File: config.mk
export PLATFORM = sky130hd
export DESIGN_NAME = alu_issue_decoder_flat
export DESIGN_NICKNAME = d
export VERILOG_FILES = /design/src/rtl/alu_issue_pkg.sv /design/src/rtl/alu_issue_decoder_if.sv /design/src/rtl/alu_issue_skid.sv /design/src/rtl/alu_issue_decoder.sv /design/src/flat_wrapper.sv
export SDC_FILE = /design/constraint.sdc
export NUM_CORES = 1
export LEC_CHECK = 0
export CORE_MARGIN = 2
export CORE_UTILIZATION = 53
export CTS_BUF_LIST = sky130_fd_sc_hd__clkbuf_16
export DETAILED_ROUTE_END_ITERATION = 7
export HOLD_SLACK_MARGIN = 0.06
export MAX_ROUTING_LAYER = met4
export PLACE_DENSITY = 0.86
export SYNTH_ARGS = -nofsm -noshare
export SYNTH_HDL_FRONTEND = slang
export SYNTH_HIERARCHICAL = 1
export SYNTH_SLANG_ARGS = --single-unit
File: constraint.sdc
create_clock -name clock -period 2.9 [get_ports clock]
set_input_delay 0.435 -clock clock [delete_from_list [all_inputs] [get_ports clock]]
set_output_delay 0.435 -clock clock [all_outputs]
set_load 0.005 [all_outputs]
File: src/rtl/alu_issue_pkg.sv
// Shared encodings and the issue payload for the RV32I integer decode/issue stage.
// The ALU opcode is {1'b0, imm, funct3, alt}.
package alu_issue_pkg;

  localparam logic [6:0] RV_OP     = 7'b0110011;
  localparam logic [6:0] RV_OP_IMM = 7'b0010011;
  localparam logic [6:0] RV_LUI    = 7'b0110111;
  localparam logic [6:0] RV_AUIPC  = 7'b0010111;

  localparam logic [6:0] F7_ZERO = 7'b0000000;
  localparam logic [6:0] F7_ALT  = 7'b0100000;

  localparam logic [5:0] ALU_ADD  = 6'h00;
  localparam logic [5:0] ALU_SUB  = 6'h01;
  localparam logic [5:0] ALU_SLL  = 6'h02;
  localparam logic [5:0] ALU_SLT  = 6'h04;
  localparam logic [5:0] ALU_SLTU = 6'h06;
  localparam logic [5:0] ALU_XOR  = 6'h08;
  localparam logic [5:0] ALU_SRL  = 6'h0A;
  localparam logic [5:0] ALU_SRA  = 6'h0B;
  localparam logic [5:0] ALU_OR   = 6'h0C;
  localparam logic [5:0] ALU_AND  = 6'h0E;
  localparam int         ALU_IMM_BIT = 4;

  typedef enum logic [2:0] {
    F3_ADD  = 3'b000,
    F3_SLL  = 3'b001,
    F3_SLT  = 3'b010,
    F3_SLTU = 3'b011,
    F3_XOR  = 3'b100,
    F3_SR   = 3'b101,
    F3_OR   = 3'b110,
    F3_AND  = 3'b111
  } funct3_e;

  typedef struct packed {
    logic [5:0]  opcode;
    logic [31:0] a;
    logic [31:0] b;
    logic [4:0]  rd;
    logic        illegal;
  } alu_issue_t;

  localparam int ALU_ISSUE_W = $bits(alu_issue_t);

  function automatic logic [5:0] alu_op(input logic [2:0] funct3, input logic alt, input logic imm);
    logic [5:0] op;
    op = {2'b00, funct3, alt};
    op[ALU_IMM_BIT] = imm;
    return op;
  endfunction

endpackage

File: src/rtl/alu_issue_decoder_if.sv
// Instruction-in / ALU-issue-out handshake bundle for the decode/issue stage.
// slave is the decoder's view, master is the producer/consumer side.
interface alu_issue_decoder_if;

  logic        in_valid;
  logic        in_ready;
  logic [31:0] in_instr;
  logic [31:0] in_pc;
  logic [31:0] in_rs1_data;
  logic [31:0] in_rs2_data;

  logic        out_valid;
  logic        out_ready;
  logic [5:0]  out_opcode;
  logic [31:0] out_a;
  logic [31:0] out_b;
  logic [4:0]  out_rd;
  logic        out_illegal;

  modport master (
    output in_valid, in_instr, in_pc, in_rs1_data, in_rs2_data,
    input  in_ready,
    input  out_valid, out_opcode, out_a, out_b, out_rd, out_illegal,
    output out_ready
  );

  modport slave (
    input  in_valid, in_instr, in_pc, in_rs1_data, in_rs2_data,
    output in_ready,
    output out_valid, out_opcode, out_a, out_b, out_rd, out_illegal,
    input  out_ready
  );

endinterface

File: src/rtl/alu_issue_skid.sv
// Two-entry skid buffer: output always shows main, skid absorbs one accept while main stalls.
// in_ready is simply !skid_valid, so both handshake sides come straight from flops.
module alu_issue_skid #(
  parameter int W = 8
) (
  input  logic         clock,
  input  logic         reset,
  input  logic         flush,
  input  logic         in_valid,
  output logic         in_ready,
  input  logic [W-1:0] in_data,
  output logic         out_valid,
  input  logic         out_ready,
  output logic [W-1:0] out_data
);

  logic         main_valid;
  logic         skid_valid;
  logic [W-1:0] main_data;
  logic [W-1:0] skid_data;
  logic         accept;
  logic         drain;

  assign accept    = in_valid & ~skid_valid;
  assign drain     = main_valid & out_ready;
  assign in_ready  = ~skid_valid;
  assign out_valid = main_valid;
  assign out_data  = main_data;

  always_ff @(posedge clock or negedge reset) begin
    if (!reset) begin
      main_valid <= 1'b0;
      skid_valid <= 1'b0;
      main_data  <= '0;
      skid_data  <= '0;
    end else if (flush) begin
      main_valid <= 1'b0;
      skid_valid <= 1'b0;
    end else if (drain) begin
      // skid can only be occupied while in_ready is low, so accept and skid never coincide here
      if (skid_valid) begin
        main_data  <= skid_data;
        skid_valid <= 1'b0;
      end else if (accept) begin
        main_data <= in_data;
      end else begin
        main_valid <= 1'b0;
      end
    end else if (!main_valid) begin
      if (accept) begin
        main_valid <= 1'b1;
        main_data  <= in_data;
      end
    end else if (accept) begin
      skid_valid <= 1'b1;
      skid_data  <= in_data;
    end
  end

endmodule

File: src/rtl/alu_issue_decoder.sv
// RV32I OP/OP-IMM/LUI/AUIPC decode into ALU opcode + operands, issued through a skid buffer.
// Illegal encodings issue in order with zeroed fields; counters move on the output handshake.
module alu_issue_decoder
  import alu_issue_pkg::*;
#(
  parameter int ILL_CNT_W = 16
) (
  input  logic                 clock,
  input  logic                 reset,
  input  logic                 flush,
  alu_issue_decoder_if.slave   bus,
  output logic [31:0]          issue_count,
  output logic [ILL_CNT_W-1:0] illegal_count
);

  logic [6:0] major;
  funct3_e    funct3;
  logic [6:0] funct7;
  logic       legal;
  alu_issue_t dec;
  alu_issue_t held;
  logic       held_valid;
  logic       out_fire;

  assign major  = bus.in_instr[6:0];
  assign funct3 = funct3_e'(bus.in_instr[14:12]);
  assign funct7 = bus.in_instr[31:25];

  always_comb begin
    dec   = '0;
    legal = 1'b0;
    unique case (major)
      RV_OP: begin
        legal      = (funct7 == F7_ZERO) ||
                     ((funct7 == F7_ALT) && ((funct3 == F3_ADD) || (funct3 == F3_SR)));
        dec.opcode = alu_op(funct3, bus.in_instr[30], 1'b0);
        dec.a      = bus.in_rs1_data;
        dec.b      = bus.in_rs2_data;
      end
      RV_OP_IMM: begin
        dec.a = bus.in_rs1_data;
        if ((funct3 == F3_SLL) || (funct3 == F3_SR)) begin
          // shamt lives in imm[4:0]; imm[11:5] acts as funct7 and selects srai
          legal      = (funct7 == F7_ZERO) || ((funct7 == F7_ALT) && (funct3 == F3_SR));
          dec.opcode = alu_op(funct3, funct7 == F7_ALT, 1'b1);
          dec.b      = {27'b0, bus.in_instr[24:20]};
        end else begin
          legal      = 1'b1;
          dec.opcode = alu_op(funct3, 1'b0, 1'b1);
          dec.b      = {{20{bus.in_instr[31]}}, bus.in_instr[31:20]};
        end
      end
      RV_LUI: begin
        legal      = 1'b1;
        dec.opcode = alu_op(F3_ADD, 1'b0, 1'b1);
        dec.b      = {bus.in_instr[31:12], 12'b0};
      end
      RV_AUIPC: begin
        legal      = 1'b1;
        dec.opcode = alu_op(F3_ADD, 1'b0, 1'b1);
        dec.a      = bus.in_pc;
        dec.b      = {bus.in_instr[31:12], 12'b0};
      end
      default: legal = 1'b0;
    endcase
    dec.rd = bus.in_instr[11:7];
    if (!legal) begin
      dec         = '0;
      dec.illegal = 1'b1;
    end
  end

  alu_issue_skid #(
    .W(ALU_ISSUE_W)
  ) u_skid (
    .clock     (clock),
    .reset     (reset),
    .flush     (flush),
    .in_valid  (bus.in_valid),
    .in_ready  (bus.in_ready),
    .in_data   (dec),
    .out_valid (held_valid),
    .out_ready (bus.out_ready),
    .out_data  (held)
  );

  assign bus.out_valid   = held_valid;
  assign bus.out_opcode  = held.opcode;
  assign bus.out_a       = held.a;
  assign bus.out_b       = held.b;
  assign bus.out_rd      = held.rd;
  assign bus.out_illegal = held.illegal;

  assign out_fire = held_valid & bus.out_ready;

  always_ff @(posedge clock or negedge reset) begin
    if (!reset) begin
      issue_count   <= '0;
      illegal_count <= '0;
    end else if (out_fire) begin
      if (held.illegal) begin
        if (illegal_count != {ILL_CNT_W{1'b1}}) begin
          illegal_count <= illegal_count + ILL_CNT_W'(1);
        end
      end else begin
        issue_count <= issue_count + 32'd1;
      end
    end
  end

endmodule

File: src/flat_wrapper.sv
// flat-port wrapper written by rule: the top's interface ports become plain ports
module alu_issue_decoder_flat import alu_issue_pkg::*;
#(
  parameter int ILL_CNT_W = 16
)
  (clock, reset, flush, issue_count, illegal_count, bus_in_valid, bus_in_instr, bus_in_pc, bus_in_rs1_data, bus_in_rs2_data, bus_in_ready, bus_out_valid, bus_out_opcode, bus_out_a, bus_out_b, bus_out_rd, bus_out_illegal, bus_out_ready);
  alu_issue_decoder_if bus_i ();
  input  logic clock;
  input  logic reset;
  input  logic flush;
  output logic [31:0] issue_count;
  output logic [ILL_CNT_W-1:0] illegal_count;
  input wire logic [$bits(bus_i.in_valid)-1:0] bus_in_valid;
  input wire logic [$bits(bus_i.in_instr)-1:0] bus_in_instr;
  input wire logic [$bits(bus_i.in_pc)-1:0] bus_in_pc;
  input wire logic [$bits(bus_i.in_rs1_data)-1:0] bus_in_rs1_data;
  input wire logic [$bits(bus_i.in_rs2_data)-1:0] bus_in_rs2_data;
  output wire logic [$bits(bus_i.in_ready)-1:0] bus_in_ready;
  output wire logic [$bits(bus_i.out_valid)-1:0] bus_out_valid;
  output wire logic [$bits(bus_i.out_opcode)-1:0] bus_out_opcode;
  output wire logic [$bits(bus_i.out_a)-1:0] bus_out_a;
  output wire logic [$bits(bus_i.out_b)-1:0] bus_out_b;
  output wire logic [$bits(bus_i.out_rd)-1:0] bus_out_rd;
  output wire logic [$bits(bus_i.out_illegal)-1:0] bus_out_illegal;
  input wire logic [$bits(bus_i.out_ready)-1:0] bus_out_ready;
  assign bus_i.in_valid = bus_in_valid;
  assign bus_i.in_instr = bus_in_instr;
  assign bus_i.in_pc = bus_in_pc;
  assign bus_i.in_rs1_data = bus_in_rs1_data;
  assign bus_i.in_rs2_data = bus_in_rs2_data;
  assign bus_in_ready = bus_i.in_ready;
  assign bus_out_valid = bus_i.out_valid;
  assign bus_out_opcode = bus_i.out_opcode;
  assign bus_out_a = bus_i.out_a;
  assign bus_out_b = bus_i.out_b;
  assign bus_out_rd = bus_i.out_rd;
  assign bus_out_illegal = bus_i.out_illegal;
  assign bus_i.out_ready = bus_out_ready;
  alu_issue_decoder #(.ILL_CNT_W(ILL_CNT_W)) u_core (.clock(clock), .reset(reset), .flush(flush), .bus(bus_i), .issue_count(issue_count), .illegal_count(illegal_count));
endmodule
==> summary.md <==
| Metric | Value |
|---|---|
| Status | `finished, final reports clean` |
| CP peak stage delay | `0.59 ns` |
| Dpl hpwl | `19700 µm` |
| Slew @ Worst Pin | `0.965 ns` |
| Site Rows | `50` |
| Fmax | `0.420 GHz` |
| Final RePlAce weighted congestion | `0.850` |
| Most Frequent Cell on Critical Path | `a21oi_1` |
| Worst Path Required | `3.25 ns` |
| Starting density of the core | `53.7%` |
| Most used routing layer in global routing | `met2` |
| Worst VDD drop | `0.366 mV` |
| Register area share after synthesis | `50.5%` |
| Ys Warns | `6` |
| Die Span Y | `141 µm` |
| Design area | `13600 µm²` |
| Diode count | `0` |
| Mapped Cells | `911` |
| Max-cap viol count | `0` |
| Worst setup EP type | `flip-flop` |
| Post-route setup TNS | `0 ns` |
| First-pass GRT wire length | `47200 µm` |
| Final clock skew | `0.00941 ns` |
| Share of cells above drive strength 1 | `13.5%` |
| Distinct cell type count after synthesis | `51` |
| Post-Synthesis Cell Area | `10000 µm²` |
| Post-synth top flop | `dfrtp_1` |
| Met3 usage | `4.59%` |
| Clock buffer count from CTS | `22` |
| Worst skew pair latency | `0.50 ns` |
| Avg Inst Size Synth | `11.0 µm²` |
| DP Area | `12900 µm²` |
| Critical setup path kind | `in -> reg` |
| Reg clk slew, reported paths | `0.06 ns` |
| CTS tree | `yes` |
| Grt total ovfl | `0` |
| GRT Total Usage | `30.3%` |
| Final setup vio count | `0` |
| Largest net degree at the start of global routing | `77` |
| Leak | `5.97 nW` |
| Layout area overhead | `35.9%` |
| Arrival time at the worst endpoint | `2.74 ns` |
| Tmin final | `2.38 ns` |
| Vias/cell | `6.23` |
| WL/cell | `21.4 µm` |
| Final worst-path cycle share | `82.1%` |
| Slew Limit Fails | `0` |
| Hold Vio Cnt, Final | `0` |
| Most frequent cells in the layout | `clkdlybuf4s50_1 (257), dfrtp_1 (202), a21oi_1 (143)` |
| Most common cell after layout, fill and taps aside | `clkdlybuf4s50_1` |
| Routed vias | `8729` |
| Power Dens Cells | `526 nW/µm²` |
| PostCTS Resize Cnt | `0` |
| TritonCTS Sinks | `202` |
| Asr flop ratio synth | `100%` |
| Synth area leaders | `dfrtp_1 (50%), a21oi_1 (7.1%), o32ai_1 (6.6%)` |
| # nets final | `1288` |
| Post-route ant nets | `0` |
| Yosys reg bits | `202` |
| 1st-iter DRT viols | `822` |
| Die ar. | `20000 µm²` |
| Critical path's slowest cell | `clkdlybuf4s50_1` |
| Post-Route WL | `30000 µm` |
| Root buf cell | `clkbuf_16` |
| Chip width | `141 µm` |
| Post-route DRC | `0` |
| Unrepaired setup endpoints after global routing | `false` |
| Cell accounting for the most synthesized area | `dfrtp_1` |
| Hold WC Path Type | `reg -> reg` |
| Initial antenna violation count | `0` |
| Max FO, Critical Path | `22` |
| Crit path cell chain | `clkdlybuf4s50_1 -> inv_1 -> a311o_1 -> a31oi_4 -> buf_4 -> a21oi_1 -> o32ai_1 -> a21oi_1` |
| H-Tree Depth | `1` |
| Critical Path Source Type | `primary input` |
| Vias in the first global route | `8815` |
| Core Box Area | `18600 µm²` |
| Met1 usage | `39.7%` |
| Max clock buf depth | `3` |
| I/O Buffers | `258` |
| Area fraction of the dominant cell type after synthesis | `50.5%` |
| Rel. slew slack | `35.5%` |
| Number of synthesized flops with an enable pin | `0` |
| IO Count | `259` |
| Worst hold slack | `0.500 ns` |
| First-pass DRT Iterations | `8` |
| Global-route met2 utilization | `48.2%` |
## where the power goes
part	total (mW)	internal (mW)	switching [mW]	leakage, nW
Combinational	1.28	0.751	0.530	2.98
Clock	2.64	1.51	1.12	0.342
Sequential	3.24	3.06	0.182	2.64
## Yosys cell counts (9+ instances only)
library cell  count
a222oi_1         19
a22oi_1          40
buf_6            11
and3_1            9
a211oi_1          9
xor2_1           17
a21oi_1         143
clkbuf_1         46
xnor2_1          29
mux2_2           37
buf_2            20
o32ai_1          76
mux2_4           40
nand2_1          29
inv_1            82
dfrtp_1         202
nand4_1          17
nand3_1          14
## critical path, delay by kind of cell
family | cells | cell delay, ns
compound gates | 5 | 1.24
buf+inv | 3 | 1.04
## routing by layer
metal,vias to the layer above,part of all wire [%]
met1,4329,40
met3,63,8.6
met2,477,48
met4,0,3.2
li1,3860,-
met5,-,0
## metrics by stage
stage	worst slack (ns)	util [%]	instances	power, mW
detailed placement	0.0593	69.4	1362	4.57
CTS	0.558	73.0	1402	7.22
floorplan	0.596	-	912	3.65
global route	0.367	73.0	1402	7.44
finish	0.519	73.0	1402	7.16
global placement	0.0963	69.4	1362	4.53
## cell families (layout without fill, tap and decap cells)
| kind of cell | count (synthesis) | after routing | synth area share [%] |
|---|---|---|---|
| AO/OA/AOI/OAI | 301 | 301 | 20.5 |
| flip-flops | 202 | 202 | 50.5 |
| buffers and inverters | 162 | 418 | 7.18 |
| AND/OR/NAND/NOR | 115 | 115 | 6.86 |
| multiplexers | 82 | 82 | 10.7 |
| XOR/XNOR | 46 | 46 | 4.02 |
| adder cells (fa/ha/maj) | 2 | 2 | 0.250 |
| other | 1 | 2 | 0.0374 |
## registers in the layout (all words and copies together) (netlist names)
register,cells
u_core/issue_count,32
u_core/illegal_count,16
u_core/u_skid/skid_valid,1
u_core/u_skid/out_data,76
u_core/u_skid/out_valid,1
u_core/u_skid/skid_data,76
## repair_timing
item	CTS	global route
hold buffers	1	0
endpoints found under the hold margin	68	0
buffers inserted	0	0
## layout make-up
cell class,count,area [µm²]
flip-flops and latches,202,5050
fillers,1298,5030
inverters,82,308
repair buffers,297,3010
clock inverters,16,93.8
clock buffers,23,576
multi-input cells,548,4280
well taps,234,293
## worst paths after layout
| check | depth (start not counted) | to | slack [ns] | from |
|---|---|---|---|---|
| worst max-delay path | 8 | u_core/u_skid/out_data[47] | 0.52 | bus_in_instr[12] |
| worst min register to register | 1 | u_core/issue_count[23] | 0.50 | u_core/issue_count[23] |
| worst max register to register | 4 | u_core/u_skid/skid_data[32] | 0.86 | u_core/u_skid/skid_valid |
| max in group asynchronous | 3 | u_core/u_skid/out_data[39] | 1.62 | reset |
| worst min-delay path | 1 | u_core/issue_count[23] | 0.50 | u_core/issue_count[23] |
| min in group asynchronous | 2 | u_core/u_skid/out_data[59] | 0.53 | reset |
Power figures use the tool's default switching activity.
